[config.mk]
export PLATFORM = sky130hd
export DESIGN_NAME = dacx311_rx
export DESIGN_NICKNAME = d
export VERILOG_FILES = /design/src/rtl/dacx311_pkg.sv /design/src/rtl/dacx311_rx_sync_edge.sv /design/src/rtl/dacx311_rx.sv
export SDC_FILE = /design/constraint.sdc
export NUM_CORES = 1
export LEC_CHECK = 0
export ABC_AREA = 1
export BUFFER_PORTS_ARGS = -buffer_cell sky130_fd_sc_hd__buf_2
export CAP_MARGIN = 40
export CORE_MARGIN = 2
export CORE_UTILIZATION = 52
export CTS_CLUSTER_DIAMETER = 150
export CTS_CLUSTER_SIZE = 24
export DETAILED_ROUTE_END_ITERATION = 16
export PLACE_DENSITY = 0.83
export SYNTH_ARGS = -nofsm -noshare
export SYNTH_HDL_FRONTEND = slang
export SYNTH_SLANG_ARGS = --single-unit
[constraint.sdc]
create_clock -name clk -period 1.44 [get_ports clk]
set_input_delay 0.288 -clock clk [delete_from_list [all_inputs] [get_ports clk]]
set_output_delay 0.288 -clock clk [all_outputs]
set_load 0.005 [all_outputs]
[src/rtl/dacx311_pkg.sv]
// Shared DACx311 frame definition: field positions, frame length and receiver states.
// Used by both the transmit-side dacx311 and the receive-side dacx311_rx.
package dacx311_pkg;

    localparam int FRAME_BITS = 16;
    localparam int PD_MSB     = 15;
    localparam int PD_LSB     = 14;
    localparam int DATA_MSB   = 13;
    localparam int DATA_LSB   = 2;
    localparam int CNT_W      = 5;

    typedef enum logic [1:0] {
        IDLE,
        SHIFT,
        DONE
    } state_t;

endpackage

[src/rtl/dacx311_rx_sync_edge.sv]
// Input conditioner: optional 2-flop synchroniser (DACX311_RX_SYNC_EN) followed by a
// level register and a delay register, giving the level plus rising/falling pulses.
module sync_edge (
    input  logic clk,
    input  logic reset,
    input  logic din,
    output logic level,
    output logic rise,
    output logic fall
);

    logic din_s;
    logic q;
    logic d;

`ifdef DACX311_RX_SYNC_EN
    logic [1:0] meta;

    always_ff @(posedge clk) begin
        if (reset) meta <= {din, din};
        else       meta <= {meta[0], din};
    end

    assign din_s = meta[1];
`else
    assign din_s = din;
`endif

    // NOTE: under reset every stage loads the live pin level instead of a constant, so a
    // line already high at reset release does not look like a fresh rising edge.
    always_ff @(posedge clk) begin
        if (reset) begin
            q <= din;
            d <= din;
        end else begin
            q <= din_s;
            d <= q;
        end
    end

    assign level = q;
    assign rise  = q & ~d;
    assign fall  = ~q & d;

endmodule

[src/rtl/dacx311_rx.sv]
// DACx311 SPI responder: deserialises 16-bit {pd, data, xx} frames into the clk domain.
// Define DACX311_RX_SYNC_EN to put 2-flop synchronisers on sclk/ss/mosi (adds 2 cycles latency).
module dacx311_rx
    import dacx311_pkg::*;
#(
    parameter logic [11:0] DATA_INIT = 12'h000,
    parameter logic [1:0]  PD_INIT   = 2'b00
) (
    input  logic        clk,
    input  logic        reset,
    input  logic        sclk,
    input  logic        ss,
    input  logic        mosi,
    output logic [1:0]  pd,
    output logic [11:0] data,
    output logic        valid,
    output logic        err,
    output logic        busy
);

    logic sclk_level_unused;
    logic sclk_rise_unused;
    logic sclk_fall;
    logic ss_level;
    logic ss_rise;
    logic ss_fall;

    sync_edge u_sclk (
        .clk   (clk),
        .reset (reset),
        .din   (sclk),
        .level (sclk_level_unused),
        .rise  (sclk_rise_unused),
        .fall  (sclk_fall)
    );

    sync_edge u_ss (
        .clk   (clk),
        .reset (reset),
        .din   (ss),
        .level (ss_level),
        .rise  (ss_rise),
        .fall  (ss_fall)
    );

    // mosi goes through the same pipeline depth as sclk/ss so it is aligned at the edge pulse.
    logic mosi_s;
    logic mosi_q;

`ifdef DACX311_RX_SYNC_EN
    logic [1:0] mosi_meta;

    always_ff @(posedge clk) begin
        mosi_meta <= {mosi_meta[0], mosi};
    end

    assign mosi_s = mosi_meta[1];
`else
    assign mosi_s = mosi;
`endif

    // NOTE: pure data-path flop, never reset; its value is only consumed on a qualified edge.
    always_ff @(posedge clk) begin
        mosi_q <= mosi_s;
    end

    state_t                  state;
    logic [CNT_W-1:0]        cnt;
    logic [FRAME_BITS-2:0]   shreg;     // top bit is never stored: the 16th bit comes straight from mosi_q
    logic                    overrun;
    logic [FRAME_BITS-1:0]   shifted;
    logic                    sclk_ok;
    logic                    last_bit;

    assign shifted  = {shreg, mosi_q};
    // An sclk edge coinciding with the ss falling edge still belongs to the frame.
    assign sclk_ok  = sclk_fall & (ss_level | ss_fall);
    assign last_bit = (cnt == CNT_W'(FRAME_BITS - 1));

    // NOTE: all state updates use non-blocking assignments; later assignments in the same
    // cycle deliberately override earlier ones (ss falling edge is processed after sclk).
    always_ff @(posedge clk) begin
        if (reset) begin
            state   <= IDLE;
            cnt     <= '0;
            shreg   <= '0;
            overrun <= 1'b0;
            pd      <= PD_INIT;
            data    <= DATA_INIT;
            valid   <= 1'b0;
            err     <= 1'b0;
            busy    <= 1'b0;
        end else begin
            valid <= 1'b0;
            err   <= 1'b0;
            case (state)
                IDLE: begin
                    if (ss_rise) begin
                        cnt   <= '0;
                        shreg <= '0;
                        busy  <= 1'b1;
                        state <= SHIFT;
                    end
                end
                SHIFT: begin
                    if (sclk_ok) begin
                        shreg <= shifted[FRAME_BITS-2:0];
                        cnt   <= cnt + 1'b1;
                        if (last_bit) begin
                            pd    <= shifted[PD_MSB:PD_LSB];
                            data  <= shifted[DATA_MSB:DATA_LSB];
                            valid <= 1'b1;
                            state <= DONE;
                        end
                    end
                    if (ss_fall) begin
                        err   <= ~(sclk_ok & last_bit);
                        busy  <= 1'b0;
                        state <= IDLE;
                    end
                end
                DONE: begin
                    if (sclk_ok) overrun <= 1'b1;
                    if (ss_fall) begin
                        err     <= overrun | sclk_ok;
                        overrun <= 1'b0;
                        busy    <= 1'b0;
                        state   <= IDLE;
                    end
                end
                default: state <= IDLE;
            endcase
        end
    end

endmodule

=== Word-level counts from Yosys, hierarchy flattened ===
Cells that the tools add are included.

* Bits in registers: 45
* Bits in latches: 0
* Bits in writable memories: 0
* ROM bits: 0
* Input port bits: 5
* Output and inout bits: 17
* Memories kept: 0

* Add/subtract/negate cells: 1
* Multipliers: 0
* Div/mod/pow operators: 0
* Magnitude comparators: 0
* Equality and inequality tests: 9
* Shift-type cells: 0
* Multiplexer cells: 23
* Bitwise operators: 13
* Reductions and logical operators: 11

{| class="wikitable"
|+ Operators with widths
! operator !! number
|-
| $mux W15 || 2
|-
| $pmux W15 S2 || 1
|-
| $mux W2 || 5
|-
| $mux W5 || 2
|-
| $pmux W5 S2 || 1
|-
| $mux W1 || 9
|-
| $reduce_and A3 Y1 || 3
|-
| $ne A2 B2 Y1 const B || 3
|-
| $ne A3 B3 Y1 const B || 2
|-
| $not A1 Y1 || 6
|-
| $pmux W2 S3 || 1
|-
| $reduce_bool A2 Y1 || 3
|-
| $add A5 B1 Y5 const B || 1
|-
| $and A1 B1 Y1 || 5
|-
| $eq A5 B4 Y1 const B || 1
|-
| $pmux W1 S2 || 2
|-
| $reduce_and A4 Y1 || 1
|-
| $reduce_or A3 Y1 || 1
|-
| $eq A2 B1 Y1 const B || 1
|-
| $eq A2 B2 Y1 const B || 1
|-
| $logic_not A2 Y1 || 1
|-
| $ne A2 B1 Y1 const B || 1
|-
| $or A1 B1 Y1 || 2
|-
| $reduce_and A2 Y1 || 1
|-
| $reduce_or A2 Y1 || 1
|}

=== Depth between registers and ports, before layout ===
* Depth in word-level cells: 8
* Mapped depth: 10
* Depth with buffers taken out: 9

=== Cells and area by module ===
Synthesis repeated with hierarchy kept, for this count alone.

* Cells, all modules: 283
* Area, all modules: 1994.4 um^2

{| class="wikitable"
|+ Modules (own cells, without submodules)
! module !! times used !! cells each !! area an instance (um^2) !! seq. area each (um^2)
|-
| dacx311_rx || 1 || 263 || 1849.3 || 820.8
|-
| sync_edge || 2 || 10 || 72.6 || 40.0
|}

=== Worst setup path after synthesis ===
Ideal clock, no wire load.

* Path type: register -> register
* Start: register cnt[0]
* End: register data[0]
* Setup time: 116 ps
* Arrival: 1374 ps
* Data required time: 1324 ps
* Setup slack: -50 ps
* Cell stages (with the launch flop): 11
* Period minus slack after synthesis: 1490 ps
* Path through: dfxtp_1 ha_1 nand2_1 nor2_1 ha_1 nand3_4 nor2_8 inv_4 buf_12 nor2_2 nor2_1

* Word-level cells in the longest chain between the ends: 2

{| class="wikitable"
|+ RTL lines
! element !! RTL line !! source
|-
| from (decl) || dacx311_rx.sv:68 || <nowiki>logic [CNT_W-1:0] cnt;</nowiki>
|-
| from (signal assigned) || dacx311_rx.sv:108 || <nowiki>cnt <= cnt + 1'b1;</nowiki>
|-
| $eq A5 B4 Y1 || dacx311_rx.sv:78 || <nowiki>assign last_bit = (cnt == CNT_W'(FRAME_BITS - 1));</nowiki>
|-
| named net last_bit || dacx311_rx.sv:73 || <nowiki>logic last_bit;</nowiki>
|-
| $reduce_and A3 Y1 (no line) || - ||
|-
| to (signal assigned) || dacx311_rx.sv:111 || <nowiki>data <= shifted[DATA_MSB:DATA_LSB];</nowiki>
|-
| to (decl) || dacx311_rx.sv:15 || <nowiki>output logic [11:0] data,</nowiki>
|}

The timed path passes the listed nets, and every way through them passes these cells.
A chain may end at the register's enable or synchronous reset.

=== Worst setup path after layout ===
* Start: register cnt[0]
* End: register data[10]

Same word-level chain as after synthesis.

==> key figures <==
Pwr
  – Tot Pwr: 0.005068 W
  – PD cells: around 2000 mW/mm^2
  – Peak VDD IR: 1.317 mV
  – Leakage: around 1.2 nW

Global routing
  – First-pass GRT wire length: 6762 um
  – Antenna violations before repair: 0
  – Total grt overflow: 0
  – Pin count of the biggest net entering global routing: 35
  – Vias in the first global route: ~1600
  – Total GRT Usage: 0.1979

Worst setup path
  – Crit path required time: between 1500 and 2000 ps
  – Startpoint types: flop
  – Reg2reg setup slack: -40 ps
  – Crit Path Category: flop to flop
  – CP max FO: 7
  – WP data arrival: between 1500 and 2000 ps
  – Critical Path End Type: flop

Clock tree
  – CTS tree: yes
  – CTS sink cnt: 45
  – CTS max path bufs: 2
  – Clock slew at reported path FFs: about 90 ps
  – CTS H-tree depth: 2
  – Clock root buffer: clkbuf_8
  – CTS Buf Count: 5
  – Hold Buf Count CTS: 0
  – Worst-Skew Late Latency: between 300 and 400 ps

Floorplanning
  – Die X: between 60 and 70 um
  – Core Footprint: 0.003744 mm^2
  – Effective utilization at floorplan: 0.5551
  – Area of the die: 0.004519 mm^2
  – Height of the die: approximately 67 um
  – Top Ports: 22
  – Site Rows: 22

Detailed routing
  – Initial DRC Count: about 100
  – Post-DRT Antenna Nets: 0
  – First drt pass iteration count: 4
  – Drt wl/cell: between 10 and 15 um
  – Drc violations: 0
  – Drt via density: ~5
  – DR vias: approximately 1800
  – WL final: 4191 um

STA
  – Final setup fails: 12
  – Max Slew Vio Count: 0
  – Worst slew pin tran: 348.0 ps
  – Setup repair after global routing missed its margin: yes
  – Clk_skew: 8.702 ps
  – Relative slew slack: 0.7671
  – Fin crit share: 1.031
  – Setup TNS: -183.3 ps
  – Minimum clock period: roughly 1500 ps
  – Final hold violation count: 0
  – Final WS setup: -44.60 ps
  – Fmax: about 670 MHz

Final layout
  – Area delta synth->final: 22.28%
  – Ant diodes: 0
  – Multi-input logic area: ~0.0011 mm^2
  – Register area: 907.1 um^2
  – Nets: 315
  – Cell area after layout: around 0.0025 mm^2
  – Final Util: 0.6788
  – Layout cells sized above 1: 0.2862
  – Fill count: just over 300

Synth
  – Mapped Cells: between 200 and 300
  – Post-Syn Nets: about 290
  – Post-synth EDFFs: 0
  – Async SR Flop Fraction: 0
  – Post-synth top flop: dfxtp_1
  – Synth top cells by count: 57 x nand2_1, 52 x nor2_1, 45 x dfxtp_1
  – Synth Cell Area: 0.002078 mm^2
  – Synthesized flop and latch total: 45
  – Avg Inst Size Synth: around 7.6 um^2
  – Top-count cell post-synth: nand2_1
  – Post-synth top area cell: dfxtp_1
  – Synth top area share: 0.4335
  – Ranking of synthesized cells by area: dfxtp_1 43%, nand2_1 10%, nor2_1 9.4%, nand3_1 5.3%, a21oi_1 4.6%
  – Warnings from Yosys: 0
  – Yosys cell types: 30
  – Sequential element share of the synthesized area: 0.4335

Placed design
  – Hpwl dp: 2703 um
  – Placed Area: about 0.0023 mm^2
  – Placer Congestion: 0.9141
  – Port Buffer Count: 21

Hold path
  – Worst Hold Class: primary input to flop

Outcome
  – Outcome: finished, violations left
  – Failing checks: negative setup slack

Flow run
  – Max_cap viols: 0
-- layout make-up --
type,instances,area share
clock buffer,5,0.02708
clock inverter,3,0.01822
timing repair buffer,37,0.1118
inverter,17,0.02708
multi-input combinational,197,0.4353
sequential,45,0.3570
tap,48,0.02363
-- metal layers --
| layer | GRT usage | wire length (um) | vias to the layer above |
|---|---|---|---|
| met4 | 0.06633 | 52 | 0 |
| met2 | 0.3403 | 2044 | 37 |
| met5 | 0 | 0 | - |
| li1 | - | - | 927 |
| met1 | 0.2289 | 1890 | 796 |
| met3 | 0.06833 | 203 | 8 |
-- worst max-delay path, cell delays in order, from the launching register on --
cell and delay, ps:
dfxtp_2 360, ha_4 150, nand2_4 60, nor2_4 100, ha_4 140, nand3_4 100
nor2_8 170, clkbuf_16 180, o21ai_0 80, nor2_1 90
-- power breakdown --
group	internal [W]	switching, W
combinational	0.000990	0.00134
clock	0.000519	0.000456
sequential	0.00154	0.000219
total	0.00305	0.00201
-- kinds of logic (layout without fill, tap and decap cells) --
group	after synthesis	count (layout)	share of synthesized area
AO/OA/AOI/OAI	40	40	0.1024
adder cells (fa/ha/maj)	7	7	0.04214
buffers and inverters	32	62	0.09030
flip-flops	45	45	0.4335
AND/OR/NAND/NOR	150	150	0.3317
-- state kept, by name, summed over array words and instances (netlist names), 2 cells and up --
| register | flops |
|---|---|
| cnt | 5 |
| data | 12 |
| pd | 2 |
| shreg | 15 |
| state | 2 |
-- cells in the final DEF (no fill, tap or decap), types with 3 or more instances in the layout --
cell type | synthesis | layout
nand2_1 | 57 | 55
nor2_1 | 52 | 50
dfxtp_1 | 45 | 42
buf_2 | 3 | 21
nand3_1 | 22 | 20
a21oi_1 | 19 | 19
inv_1 | 12 | 11
buf_4 | 6 | 11
nor2_2 | 8 | 9
o21ai_0 | 17 | 6
o21ai_1 | 0 | 6
o21ai_2 | 1 | 5
clkbuf_8 | 0 | 5
inv_2 | 3 | 4
ha_4 | 0 | 4
nand2_4 | 2 | 3
nor2_4 | 2 | 3
nand3_2 | 1 | 3
ha_1 | 7 | 3
buf_12 | 1 | 3
-- worst paths after layout --
| kind | start | endpoint | cells after the start |
|---|---|---|---|
| min reg2reg | u_sclk.level | u_sclk.d | 2 |
| min | mosi | mosi_q | 1 |
| max reg2reg | cnt[0] | data[10] | 9 |
| max | cnt[0] | data[10] | 9 |
-- timing repair --
item	CTS	global route
setup endpoints to repair	35	38
gates resized for setup	16	22
gates cloned	0	1
pin swaps	3	6
buffers inserted	0	1
-- metrics by stage --
stage,hold WS [ps],setup slack (ps),std cells
after CTS,68.34,-36.98,350
after global placement,392.1,-53.62,342
after floorplan,315.7,-45.77,274
after global routing,66.52,-125.4,352
after detailed placement,392.3,-119.1,342
final,77.69,-44.60,352
No activity file was read; power rests on OpenSTA's default activity.
